File: src/rtl/tm1638_pkg.sv
// Shared constants and state types for the TM1638 command sequencer.
package tm1638_pkg;

   // TM1638 command bytes
   localparam logic [7:0] CMD_DATA_FIXED = 8'h44;
   localparam logic [7:0] CMD_READ_KEYS  = 8'h42;
   localparam logic [7:0] CMD_ADDR_BASE  = 8'hC0;
   localparam logic [7:0] CMD_DISP_CTRL  = 8'h80;

   // Flag positions inside the 18-bit SPI request word
   localparam int unsigned SPI_RD_FLAG  = 17;
   localparam int unsigned SPI_HAS_DATA = 16;

   typedef enum logic [2:0] {
      S_IDLE,
      S_MODE,
      S_DIGITS,
      S_CTRL,
      S_SCAN
   } top_state_t;

   typedef enum logic [1:0] {
      T_IDLE,
      T_ISSUE,
      T_WAIT_ACK,
      T_WAIT_DONE
   } txn_state_t;

endpackage

File: src/rtl/tm1638_spi_txn.sv
// One request/busy handshake with the SPI engine; pulses done when it finishes.
module tm1638_spi_txn
   import tm1638_pkg::*;
(
   input  logic        i_Clk,
   input  logic        i_Rst,
   input  logic        start,
   input  logic [17:0] payload,
   input  logic        i_Spi_Busy,
   output logic        done,
   output logic        o_Spi_Data_Ready,
   output logic [17:0] o_Spi_Data
);

   txn_state_t state;

   // Handshake FSM; start is a level, so the done cycle itself is not allowed
   // to launch, giving the caller one edge to present the next payload.
   always_ff @(posedge i_Clk) begin
      if (i_Rst) begin
         state            <= T_IDLE;
         done             <= 1'b0;
         o_Spi_Data_Ready <= 1'b0;
         o_Spi_Data       <= '0;
      end else begin
         done             <= 1'b0;
         o_Spi_Data_Ready <= 1'b0;
         case (state)
            T_IDLE: begin
               if (start && !done && !i_Spi_Busy) begin
                  o_Spi_Data       <= payload;
                  o_Spi_Data_Ready <= 1'b1;
                  state            <= T_ISSUE;
               end
            end
            T_ISSUE: begin
               state <= T_WAIT_ACK;
            end
            T_WAIT_ACK: begin
               if (i_Spi_Busy) state <= T_WAIT_DONE;
            end
            T_WAIT_DONE: begin
               if (!i_Spi_Busy) begin
                  done  <= 1'b1;
                  state <= T_IDLE;
               end
            end
            default: state <= T_IDLE;
         endcase
      end
   end

endmodule

File: src/rtl/tm1638_ctrl.sv
// TM1638 sequencer: display refresh (mode, 16 digits, control) and periodic key scan
// sharing one SPI transaction engine.
module tm1638_ctrl
   import tm1638_pkg::*;
#(
   parameter int unsigned SCAN_PERIOD = 250000,
   parameter int unsigned READ_WIDTH  = 32
) (
   input  logic                  i_Clk,
   input  logic                  i_Rst,
   input  logic [127:0]          i_Disp_Data,
   input  logic [2:0]            i_Brightness,
   input  logic                  i_Disp_On,
   input  logic                  i_Update,
   output logic                  o_Busy,
   output logic [READ_WIDTH-1:0] o_Keys,
   output logic                  o_Keys_Valid,
   output logic                  o_Keys_Changed,
   output logic                  o_Spi_Data_Ready,
   output logic [17:0]           o_Spi_Data,
   input  logic                  i_Spi_Busy,
   input  logic [READ_WIDTH-1:0] i_Spi_Rd_Data
);

   localparam int unsigned CW = (SCAN_PERIOD > 1) ? $clog2(SCAN_PERIOD) : 1;
   localparam logic [CW-1:0] SCAN_LAST = CW'(SCAN_PERIOD - 1);

   top_state_t     state;
   logic [3:0]     addr;
   logic           refresh_pending;
   logic           scan_pending;
   logic [CW-1:0]  scan_cnt;
   logic           scan_tick;
   logic [127:0]   shadow_data;
   logic [2:0]     shadow_bri;
   logic           shadow_on;
   logic [17:0]    payload;
   logic           txn_start;
   logic           txn_done;

   assign scan_tick = (scan_cnt == SCAN_LAST);
   assign txn_start = (state != S_IDLE);
   assign o_Busy    = (state != S_IDLE);

   // Request word for the transaction belonging to the current state
   always_comb begin
      payload = '0;
      case (state)
         S_MODE: payload[7:0] = CMD_DATA_FIXED;
         S_DIGITS: begin
            payload[SPI_HAS_DATA] = 1'b1;
            payload[15:8]         = shadow_data[{addr, 3'b000} +: 8];
            payload[7:0]          = CMD_ADDR_BASE | {4'h0, addr};
         end
         S_CTRL: payload[7:0] = CMD_DISP_CTRL | {4'h0, shadow_on, shadow_bri};
         S_SCAN: begin
            payload[SPI_RD_FLAG] = 1'b1;
            payload[7:0]         = CMD_READ_KEYS;
         end
         default: payload = '0;
      endcase
   end

   // Sequencer FSM, scan timer and request flags; a flag taken in S_IDLE is
   // cleared with priority over a same-cycle set (the snapshot/scan covers it).
   always_ff @(posedge i_Clk) begin
      if (i_Rst) begin
         state           <= S_IDLE;
         addr            <= '0;
         refresh_pending <= 1'b1;
         scan_pending    <= 1'b0;
         scan_cnt        <= '0;
         shadow_data     <= '0;
         shadow_bri      <= '0;
         shadow_on       <= 1'b0;
         o_Keys          <= '0;
         o_Keys_Valid    <= 1'b0;
         o_Keys_Changed  <= 1'b0;
      end else begin
         o_Keys_Valid   <= 1'b0;
         o_Keys_Changed <= 1'b0;
         scan_cnt       <= scan_tick ? '0 : scan_cnt + 1'b1;
         if (scan_tick) scan_pending <= 1'b1;
         if (i_Update) refresh_pending <= 1'b1;
         case (state)
            S_IDLE: begin
               if (refresh_pending) begin
                  refresh_pending <= 1'b0;
                  shadow_data     <= i_Disp_Data;
                  shadow_bri      <= i_Brightness;
                  shadow_on       <= i_Disp_On;
                  state           <= S_MODE;
               end else if (scan_pending) begin
                  scan_pending <= 1'b0;
                  state        <= S_SCAN;
               end
            end
            S_MODE: begin
               if (txn_done) begin
                  addr  <= '0;
                  state <= S_DIGITS;
               end
            end
            S_DIGITS: begin
               if (txn_done) begin
                  if (addr == 4'd15) state <= S_CTRL;
                  else               addr  <= addr + 1'b1;
               end
            end
            S_CTRL: begin
               if (txn_done) state <= S_IDLE;
            end
            S_SCAN: begin
               if (txn_done) begin
                  o_Keys         <= i_Spi_Rd_Data;
                  o_Keys_Valid   <= 1'b1;
                  o_Keys_Changed <= (i_Spi_Rd_Data != o_Keys);
                  state          <= S_IDLE;
               end
            end
            default: state <= S_IDLE;
         endcase
      end
   end

   tm1638_spi_txn u_txn (
      .i_Clk            (i_Clk),
      .i_Rst            (i_Rst),
      .start            (txn_start),
      .payload          (payload),
      .i_Spi_Busy       (i_Spi_Busy),
      .done             (txn_done),
      .o_Spi_Data_Ready (o_Spi_Data_Ready),
      .o_Spi_Data       (o_Spi_Data)
   );

endmodule

File: config.mk
export PLATFORM = sky130hd
export DESIGN_NAME = tm1638_ctrl
export DESIGN_NICKNAME = d
export VERILOG_FILES = /design/src/rtl/tm1638_pkg.sv /design/src/rtl/tm1638_spi_txn.sv /design/src/rtl/tm1638_ctrl.sv
export SDC_FILE = /design/constraint.sdc
export NUM_CORES = 1
export LEC_CHECK = 0
export CORE_ASPECT_RATIO = 1.2
export CORE_UTILIZATION = 45
export CTS_CLUSTER_DIAMETER = 80
export DETAILED_ROUTE_END_ITERATION = 8
export PLACE_DENSITY = 0.74
export SLEW_MARGIN = 20
export SYNTH_ARGS = -nofsm -noshare
export SYNTH_HDL_FRONTEND = slang
export SYNTH_SLANG_ARGS = --single-unit
File: constraint.sdc
create_clock -name i_Clk -period 3.8 [get_ports i_Clk]
set_input_delay 1.14 -clock i_Clk [delete_from_list [all_inputs] [get_ports i_Clk]]
set_output_delay 1.14 -clock i_Clk [all_outputs]
set_load 0.02 [all_outputs]
---- Word level (Yosys, flattened, before mapping) ----
Cells that the tools add are included.
cells by class
  divide/modulo/power cells ............... 0
  add/sub/neg operators ................... 2
  equality and inequality tests ........... 19
  bitwise gates (word level) .............. 4
  mux-type cells .......................... 28
  multipliers ............................. 0
  magnitude comparators ................... 0
  shifts and indexed selects .............. 1
  reductions and logical operators ........ 20
operator list
  operator               number
  $shiftx 128x8->8       1
  $ne 32x32->1           1
  $pmux 8 s4             1
  $add 18x1->18 const B  1
  $eq 18x18->1 const B   1
  $mux 3                 6
  $mux 4                 3
  $pmux 3 s4             1
  $mux 1                 11
  $reduce_or 2->1        5
  $mux 9                 1
  $ne 2x1->1 const B     4
  $ne 2x2->1 const B     4
  $pmux 2 s4             1
  $pmux 4 s2             1
  $eq 3x2->1 const B     2
  $mux 2                 3
  $reduce_and 2->1       3
  $reduce_and 5->1       1
  $add 4x1->4 const B    1
  $eq 2x2->1 const B     2
  $eq 4x4->1 const B     1
  $not 1->1              4
  $reduce_and 4->1       1
  12 further kinds       14
word-level totals
  flip-flop bits (word level) ............. 215
  bits in latches ......................... 0
  bits in read-only memories .............. 0
  word-level logic and storage cells ...... 89
  output and inout port bits .............. 54
  memories kept ........................... 0
  memory bits (writable) .................. 0

---- Longest topological paths before layout ----
Gate-level depths: netlist of run 1.
  depth after elaboration ................. 5
  gate-level depth with buffers ........... 8
  mapped depth without buffers ............ 6

---- Cells and area by module ----
Synthesis of run 1 repeated with hierarchy kept, for this count alone.
second synthesis, totals
  cell total of the unflattened synthesis .. 1,103
  area, all modules ....................... 9,311.4 sq um
by module, submodules not included
  module          cells each  instances  sequential area each (sq um)  area an instance (sq um)
  tm1638_ctrl     1,001       1          3,863.7                       8,374.3
  tm1638_spi_txn  102         1          440.4                         937.1

---- Worst setup path before layout of run 1 ----
No wires, ideal clock.
  path type ............................... in2reg
  start point ............................. in i_Spi_Busy
  end point ............................... reg u_txn.o_Spi_Data[10]
  setup time .............................. 0.122 ns
  setup slack ............................. 1.556 ns
  required time ........................... 3.678 ns
  stages on the path ...................... 4
  data arrival time ....................... 2.122 ns
  cells stage by stage .................... nor3b_1 and2_1 nor2_1 a221o_1
between the ends
  cells in the longest elaborated chain, start to end .. 3
RTL lines
  what                        RTL line              text
  start: declaration          tm1638_ctrl.sv:21     input logic i_Spi_Busy,
  $logic_not 1->1             tm1638_spi_txn.sv:30  if (start && !done && !i_Spi_Busy) begin
  $logic_and 1x1->1           tm1638_spi_txn.sv:30
  $reduce_and 2->1 (no line)  -
  end signal: assignment      tm1638_spi_txn.sv:31  o_Spi_Data <= payload;
  end: declaration            tm1638_spi_txn.sv:12  output logic [17:0] o_Spi_Data
Every way passes these cells.
A chain may end at the register's enable or synchronous reset.

---- Final worst setup path of run 1 ----
  start point ............................. reg state[0]
  end point ............................... out o_Busy
between the ends
  cells in the longest elaborated chain, start to end .. 1
RTL lines
  what                      RTL line           text
  start: declaration        tm1638_ctrl.sv:28  top_state_t state;
  start signal: assignment  tm1638_ctrl.sv:68  state <= S_IDLE;
  start signal: assignment  tm1638_ctrl.sv:92  state <= S_MODE;
  start signal: assignment  tm1638_ctrl.sv:95  state <= S_SCAN;
  $reduce_bool 3->1         tm1638_ctrl.sv:43  assign o_Busy = (state != S_IDLE);
  end: declaration          tm1638_ctrl.sv:15  output logic o_Busy,
Every way passes these cells.

==> flow_summary.toml, run 1 <==
[grt]
grt_max_degree = 83
antenna_found_initial = 0
grt_pass1_vias = 7407
overflow = 0
grt_usage_pct = 21.8
grt_first_pass_wirelength_microns = 36900

[synthesis]
ys_types = 49
synth_cells = 1071
yosys_warnings = 0
synth_adder_area_share_pct = 0.685
ys_ff_latch = 213
synth_xor_area_share_pct = 4.22
synth_area_sq_um = 9130
muxShareOfSynthArea_pct = 10.7
synth_enable_flop_cells = 0
yosysSeqAreaShare_pct = 46.7
synth-simple-area-share_pct = 20.6
synthArstFlopShare_pct = 0
synth_compound_area_share_pct = 12.9
synth_ff_type = "dfxtp_1"
synth_top_family_by_area = "simple AND/OR/NAND/NOR gates"
syn_area_per_cell_sq_um = 8.52

[drt]
vias = 7919
drc = 0
routed_wl_microns = 23300
wl_per_cell_microns = 15.4
drt_iter0_markers = 390
firstDrtPassIters = 6
viasPerCell = 5.21
drtAntennaViolNets = 0

[clock_tree]
cts.repair.resized = 0
cts_buffer_depth = 3
clock_latency_ps = 500
post-cts-setup-buffers = 0
holdBufCountCts = 0
cts_sinks = 213
cts.clk_slew.worst_paths_ps = 60
cts-buffers-inserted = 23
cts_root_buf = "clkbuf_16"
cts_tree = "done"
h-tree-depth = 1

[floorplanning]
fp-row-count = 56
top_level_ports = 222
die_w_microns = 132
core_area_sq_um = 19700
dieArea_sq_um = 20900
dieHeight_microns = 158
initial_core_util_pct = 46.4

[setup_path]
end_kind = "primary output"
path_class = "reg2out"
crit_chain = "nor3_2 > inv_1 > clkdlybuf4s50_1"
r2r_cells = 5
required_ps = 2660
worstReg2RegStart = "state[0]"
critPathMaxFanout = 17
r2r_setup_slack_ps = 1240
startpoint_type = "register"
r2r-end = "shadow_data[62]"
crit_path_top_delay_cell = "dfxtp_1"
worstSetupStartpoint = "state[0]"
crit_arrival_ps = 2210
crit_end = "o_Busy"
cpPeakStageDelay_ps = 720

[timing]
period_minus_slack_ps = 3350
tightest_slew_ps = 978
rsz0062_at_grt = "no"
finalSetupTns_ps = 0
max_slew_margin_pct = 34.8
setup_viol = 0
maxSlewViolCount = 0
hold_slack_ps = 451
post-route-period-util_pct = 88.1
max_freq_mhz = 299
fin_skew_ps = 10.8
final-hold-violation-count = 0

[min_path]
min_path_type = "reg2reg"

[flow_run]
maxCapViolCount = 0

[cells_and_area]
drive_above_1_share_pct = 7.07
diodes = 0
instances_no_fill = 1519
nNetsFinal = 1420
multi_input_area_sq_um = 4490
syn_to_final_growth_pct = 32.4
fill_cells = 1689
regArea_sq_um = 4270

[place]
port_buffers = 219
dp_cells = 1483
gp_congestion = 0.813
dp_hpwl_microns = 16000

[pwr]
p_per_area_nw_per_um2 = 525
leakagePower_nw = 4.30
power_mw = 6.34
ir_worst_vdd_mv = 0.369

[outcome]
status = "finished clean"
## worst max-delay path: cells and delay by family, from the launching register on
| kind | cells | cell delay (ps) |
|---|---|---|
| flip-flops | 1 | 720 |
| buffers and inverters | 2 | 810 |
| AND/OR/NAND/NOR | 1 | 180 |
## where the power goes
group | leakage [nW] | switching (mW) | internal, mW
logic | 2.21 | 0.895 | 0.635
registers | 1.74 | 0.191 | 2.57
clock network | 0.346 | 0.844 | 1.21
## cell families after synthesis
kind of cell / count (synthesis)
compound gates: 216
xor+xnor: 44
fa+ha+maj: 5
buf+inv: 87
flops: 213
mux: 54
other cells: 1
simple gates: 451
## flip-flops by register name (all words and copies together), names as in the netlist
name and flops:
u_txn.o_Spi_Data 16, u_txn.done 1, u_txn.state 2, scan_cnt 18, shadow_bri 3, state 3, addr 4, shadow_on 1
refresh_pending 1, o_Keys_Valid 1, shadow_data 128, o_Keys 32, u_txn.o_Spi_Data_Ready 1, o_Keys_Changed 1, scan_pending 1
## area by class of cell
type                       instances  area share, %
clock buffer                      32           5.54
timing repair buffer             229           18.9
sequential                       213           35.3
inverter                           8          0.248
tap                              261           2.70
multi-input combinational        772           37.2
clock inverter                     4          0.166
## cell usage in the layout, fill, tap and decap left out, types with 8 or more instances in the layout
master	netlist	routed
buf_4	2	9
clkbuf_16	0	23
inv_1	8	8
nand4_1	15	15
mux4_2	26	26
a21oi_1	182	182
o21ai_0	9	9
a221o_1	8	8
nand2_1	347	346
xnor2_1	38	38
nand3_1	10	10
clkdlybuf4s50_1	0	218
dfxtp_1	213	211
nor2_1	38	38
mux2i_1	13	13
mux2_2	9	9
## how the worst min path moves through the flow
stage	cells past startpoint	slack, ps	startpoint	to
final	2	450	shadow_data[64]	shadow_data[64]
after global routing	2	460	shadow_data[104]	shadow_data[104]
after CTS	2	450	shadow_data[37]	shadow_data[37]
after detailed placement	2	450	shadow_data[62]	shadow_data[62]
after global placement	2	440	shadow_data[53]	shadow_data[53]
after floorplan	2	430	shadow_data[10]	shadow_data[10]
## cells in the mapped netlist, types with 9 or more instances
cell | instances | area, sq um
xnor2_1 | 38 | 333
mux4_2 | 26 | 586
nand3_1 | 10 | 50.1
a21oi_1 | 182 | 911
dfxtp_1 | 213 | 4260
nand2_1 | 347 | 1300
clkbuf_1 | 52 | 195
mux2i_1 | 13 | 130
buf_2 | 17 | 85.1
nor2_1 | 38 | 143
mux2_2 | 9 | 101
o21ai_0 | 9 | 45.0
nand4_1 | 15 | 93.8
## metal layers
metal	GRT usage [%]	share of wire (%)	vias to the layer above
met5	0	0	-
met3	3.68	5.4	38
met4	7.03	2.3	0
li1	-	-	3987
met1	27.2	41	3687
met2	38.4	51	207
## stage by stage
step | setup WS [ps] | cell area [sq um] | util (%)
6_report | 451 | 12100 | 61.4
3_5_place_dp | 691 | 11400 | 57.9
2_1_floorplan | 1560 | 9130 | -
5_1_grt | 319 | 12100 | 61.4
3_3_place_gp | 736 | 11400 | 57.9
4_1_cts | 450 | 12100 | 61.4
No activity file was read; power rests on OpenSTA's default activity.
==> inputs of run 2 (changes only) <==
--- a/config.mk
+++ b/config.mk
@@ -6,11 +6,11 @@
 export NUM_CORES = 1
 export LEC_CHECK = 0
 export CORE_ASPECT_RATIO = 1.2
+export CORE_MARGIN = 3
 export CORE_UTILIZATION = 45
 export CTS_CLUSTER_DIAMETER = 80
 export DETAILED_ROUTE_END_ITERATION = 8
-export PLACE_DENSITY = 0.74
-export SLEW_MARGIN = 20
+export DONT_BUFFER_PORTS = 1
 export SYNTH_ARGS = -nofsm -noshare
 export SYNTH_HDL_FRONTEND = slang
 export SYNTH_SLANG_ARGS = --single-unit
==> flow_summary.toml, run 2 (synthesis gave the netlist of run 1 again) <==
[outcome]
status = "finished clean"

[cells_and_area]
top_register = "shadow_data"
diodes = 0
drive_above_1_share_pct = 9.00
syn_to_final_growth_pct = 9.50
instances_no_fill = 1306
final_cell_mix = "nand2_1, dfxtp_1, a21oi_1"
layout_commonest_cell = "nand2_1"
largest_reg_flops = 128
reg_top3 = "shadow_data x128, o_Keys x32, scan_cnt x18"
nNetsFinal = 1202
fill_cells = 1958

[pwr]
p_per_area_nw_per_um2 = 643
intPower_mw = 4.49
leakagePower_nw = 3.52
switching_share_pct = 30.2
ir_worst_vdd_mv = 0.448
p_comb_share_pct = 20.4
power_mw = 6.43
p_seq_share_pct = 43.1
p_switching_mw = 1.94
clkPwrFrac_pct = 36.5

[timing]
tightest_slew_ps = 971
max_freq_mhz = 354
max_slew_margin_pct = 35.2
final-hold-violation-count = 0
hold_slack_ps = 453
period_minus_slack_ps = 2830
maxSlewViolCount = 0
fin_skew_ps = 10.9
finalSetupTns_ps = 0
rsz0062_at_grt = "no"
setup_viol = 0
post-route-period-util_pct = 74.3

[grt]
antenna_found_initial = 0
grt_usage_pct = 19.9
overflow = 0
grt_pass1_vias = 6815
grt_first_pass_wirelength_microns = 35500
use_met3_pct = 5.51
met2_usage_pct = 33.1
grt_max_degree = 190
grt-busiest-layer = "met2"
grtUsageMet1_pct = 25.9

[setup_path]
crit_arrival_ps = 1690
r2r_cells = 5
required_ps = 2660
critPathMaxFanout = 17
worstReg2RegStart = "addr[0]"
path_class = "reg2out"
end_kind = "primary output"
startpoint_type = "register"
worstSetupStartpoint = "state[0]"

[drt]
viasPerCell = 5.38
drc = 0
vias = 7030
wl_per_cell_microns = 17.3
firstDrtPassIters = 4
drt_iter0_markers = 363
routed_wl_microns = 22600
drtAntennaViolNets = 0

[place]
port_buffers = 0
gp_congestion = 0.806
dp_hpwl_microns = 15500
dp_cells = 1265

[floorplanning]
initial_core_util_pct = 46.2
top_level_ports = 222
fp-row-count = 56
core_area_sq_um = 19800
dieArea_sq_um = 22000
dieHeight_microns = 162
die_w_microns = 136

[min_path]
hp-start = "shadow_data[115]"
min_path_type = "reg2reg"
whs_path_depth = 2

[clock_tree]
cts.repair.resized = 0
cts_root_buf = "clkbuf_16"
cts_sinks = 213
clock_latency_ps = 500
post-cts-setup-buffers = 0
cts-buffers-inserted = 23
cts_buffer_depth = 3
cts_tree = "done"
h-tree-depth = 1
cts.clk_slew.worst_paths_ps = 70
holdBufCountCts = 0

[flow_run]
maxCapViolCount = 0
run 2: cell count changes in the layout (fill, tap and decap cells not counted), sizes merged:
cell,before,now
clkdlybuf4s50,218,0
bufinv,0,4
clkbuf,32,29
clkinv,4,7
clkinvlp,0,1
run 2: per-stage QoR:
stage               area [sq um]  setup WS [ps]  utilization [%]
global placement            9200           1240             46.5
floorplan                   9130           1560                -
detailed placement          9200           1250             46.5
CTS                        10000            928             50.6
global route               10000            814             50.6
finish                     10000            975             50.6
run 2: worst paths after layout:
kind	to	slack, ps
min reg2reg	shadow_data[115]	450
min	shadow_data[115]	450
max reg2reg	u_txn.o_Spi_Data[10]	1280
max	o_Busy	970
run 2: critical path, cell delays in order, from the launching register on:
cell     delay (ps)
dfxtp_1         730
nor3_2          170
inv_1           290
run 2: layout make-up:
| cell class | instances | area, sq um | share of cell area [%] |
|---|---|---|---|
| tap | 261 | 327 | 3.27 |
| inverter | 8 | 30.0 | 0.300 |
| multi-input combinational | 772 | 4490 | 44.9 |
| clock buffer | 29 | 628 | 6.28 |
| clock inverter | 12 | 170 | 1.70 |
| timing repair buffer | 11 | 82.6 | 0.826 |
| sequential | 213 | 4270 | 42.7 |
run 2: power by group through the flow:
stage / sequential, mW / clock, mW / combinational (mW)
floorplan: 2.73 / 0 / 1.11
global placement: 2.81 / 0 / 1.31
detailed placement: 2.82 / 0 / 1.33
CTS: 2.77 / 2.40 / 1.34
global route: 2.81 / 2.49 / 1.51
finish: 2.77 / 2.34 / 1.31
run 2: routing by layer:
| layer | vias to the layer above | wire length [microns] |
|---|---|---|
| li1 | 3556 | - |
| met1 | 3278 | 9620 |
| met2 | 172 | 10900 |
| met3 | 24 | 1750 |
| met4 | 0 | 296 |
| met5 | - | 0 |
==> inputs of run 3 (changes only) <==
==> constraint.sdc (replaced) <==
create_clock -name i_Clk -period 2.85 [get_ports i_Clk]
set_input_delay 0.855 -clock i_Clk [delete_from_list [all_inputs] [get_ports i_Clk]]
set_output_delay 0.855 -clock i_Clk [all_outputs]
set_load 0.02 [all_outputs]
==> flow_summary.toml, run 3 (synthesis gave the netlist of run 1 again) <==
[cells_and_area]
multi_input_area_sq_um = 4490
syn_to_final_growth_pct = 9.81
largest_reg_flops = 128
drive_above_1_share_pct = 8.80
final_cell_mix = "nand2_1, dfxtp_1, a21oi_1"
final_util_pct = 50.7
diodes = 0
layout_commonest_cell = "nand2_1"
nNetsFinal = 1202
fill_cells = 1947
regArea_sq_um = 4270
top_register = "shadow_data"
reg_top3 = "shadow_data x128, o_Keys x32, scan_cnt x18"

[setup_path]
crit_path_top_delay_cell = "dfxtp_1"
critPathMaxFanout = 17
required_ps = 2000
end_kind = "primary output"
path_delay_family = "flip-flops"
startpoint_type = "register"
crit_chain = "nor3_2 > inv_1"
cpPeakStageDelay_ps = 740
r2r_setup_slack_ps = 640
path_class = "reg2out"
crit_arrival_ps = 1730
cp_num_buf_inv = 1

[timing]
finalSetupTns_ps = 0
max_slew_margin_pct = 56.5
max_freq_mhz = 388
rsz0062_at_grt = "no"
tightest_slew_ps = 651
fin_skew_ps = 29.3
maxSlewViolCount = 0
period_minus_slack_ps = 2580
post-route-period-util_pct = 90.5
setup_viol = 0
final-hold-violation-count = 0
hold_slack_ps = 409

[floorplanning]
initial_core_util_pct = 46.2
dieHeight_microns = 162
fp-row-count = 56
top_level_ports = 222
dieArea_sq_um = 22000
die_w_microns = 136
core_area_sq_um = 19800

[pwr]
p_per_area_nw_per_um2 = 850
ir_worst_vdd_mv = 0.480
leakagePower_nw = 3.52

[grt]
grt_usage_pct = 20.0
grt_max_degree = 190
grt_pass1_vias = 6852
antenna_found_initial = 0
overflow = 0
grt_first_pass_wirelength_microns = 35900

[clock_tree]
cts_root_buf = "clkbuf_16"
clock_latency_ps = 520
post-cts-setup-buffers = 0
cts.repair.resized = 0
cts.clk_slew.worst_paths_ps = 60
cts_tree = "done"
cts_buffer_depth = 3
holdBufCountCts = 0
cts_sinks = 213
h-tree-depth = 1
cts-buffers-inserted = 23

[drt]
drt_iter0_markers = 444
drc = 0
vias = 7111
firstDrtPassIters = 5
viasPerCell = 5.44
drtAntennaViolNets = 0
routed_wl_microns = 22800
wl_per_cell_microns = 17.5

[place]
port_buffers = 0
gp_congestion = 0.791
dp_hpwl_microns = 15500

[outcome]
status = "finished clean"

[min_path]
min_path_type = "in2reg"

[flow_run]
maxCapViolCount = 0
run 3: cell count changes in the layout (fill, tap and decap cells not counted), moves of 2 or more:
cell and delta:
buf_12 +4, buf_4 -4, clkbuf_8 +4, clkinv_2 -3, bufinv_16 -2, clkbuf_1 +2
clkinv_4 -2
run 3: metrics by stage:
step | worst slack (ps) | power, mW | area (sq um) | instances
2_1_floorplan | 891 | 5.12 | 9130 | 1072
3_3_place_gp | 537 | 5.53 | 9250 | 1265
3_5_place_dp | 547 | 5.57 | 9250 | 1265
4_1_cts | 242 | 8.64 | 10000 | 1306
5_1_grt | 106 | 9.04 | 10000 | 1306
6_report | 269 | 8.52 | 10000 | 1306
run 3: final cells by class:
class / count / area share [%]
Clock buffer: 35 / 6.89
Sequential cell: 213 / 42.6
Timing Repair Buffer: 11 / 1.32
Tap cell: 261 / 3.26
Clock inverter: 6 / 0.861
Multi-Input combinational cell: 772 / 44.8
Inverter: 8 / 0.300
run 3: path summary, 6_finish.rpt:
kind | from | endpoint | depth (start not counted)
min | i_Spi_Busy | u_txn.done | 1
max | state[0] | o_Busy | 2
max reg2reg | state[0] | u_txn.o_Spi_Data[3] | 5
min reg2reg | shadow_data[30] | shadow_data[30] | 2
run 3: metal layers:
metal  track usage [%]  share of wire, %  up-vias
li1                  -                 -     3554
met2              33.7                49      178
met1              26.1                42     3347
met3              4.68               7.3       32
met4              4.95               2.0        0
met5                 0                 0        -
run 3: where the power goes:
group / switching [mW] / internal [mW] / leakage [nW]
sequential: 0.272 / 3.42 / 1.74
clock: 1.19 / 1.85 / 0.380
combinational: 1.11 / 0.673 / 1.40
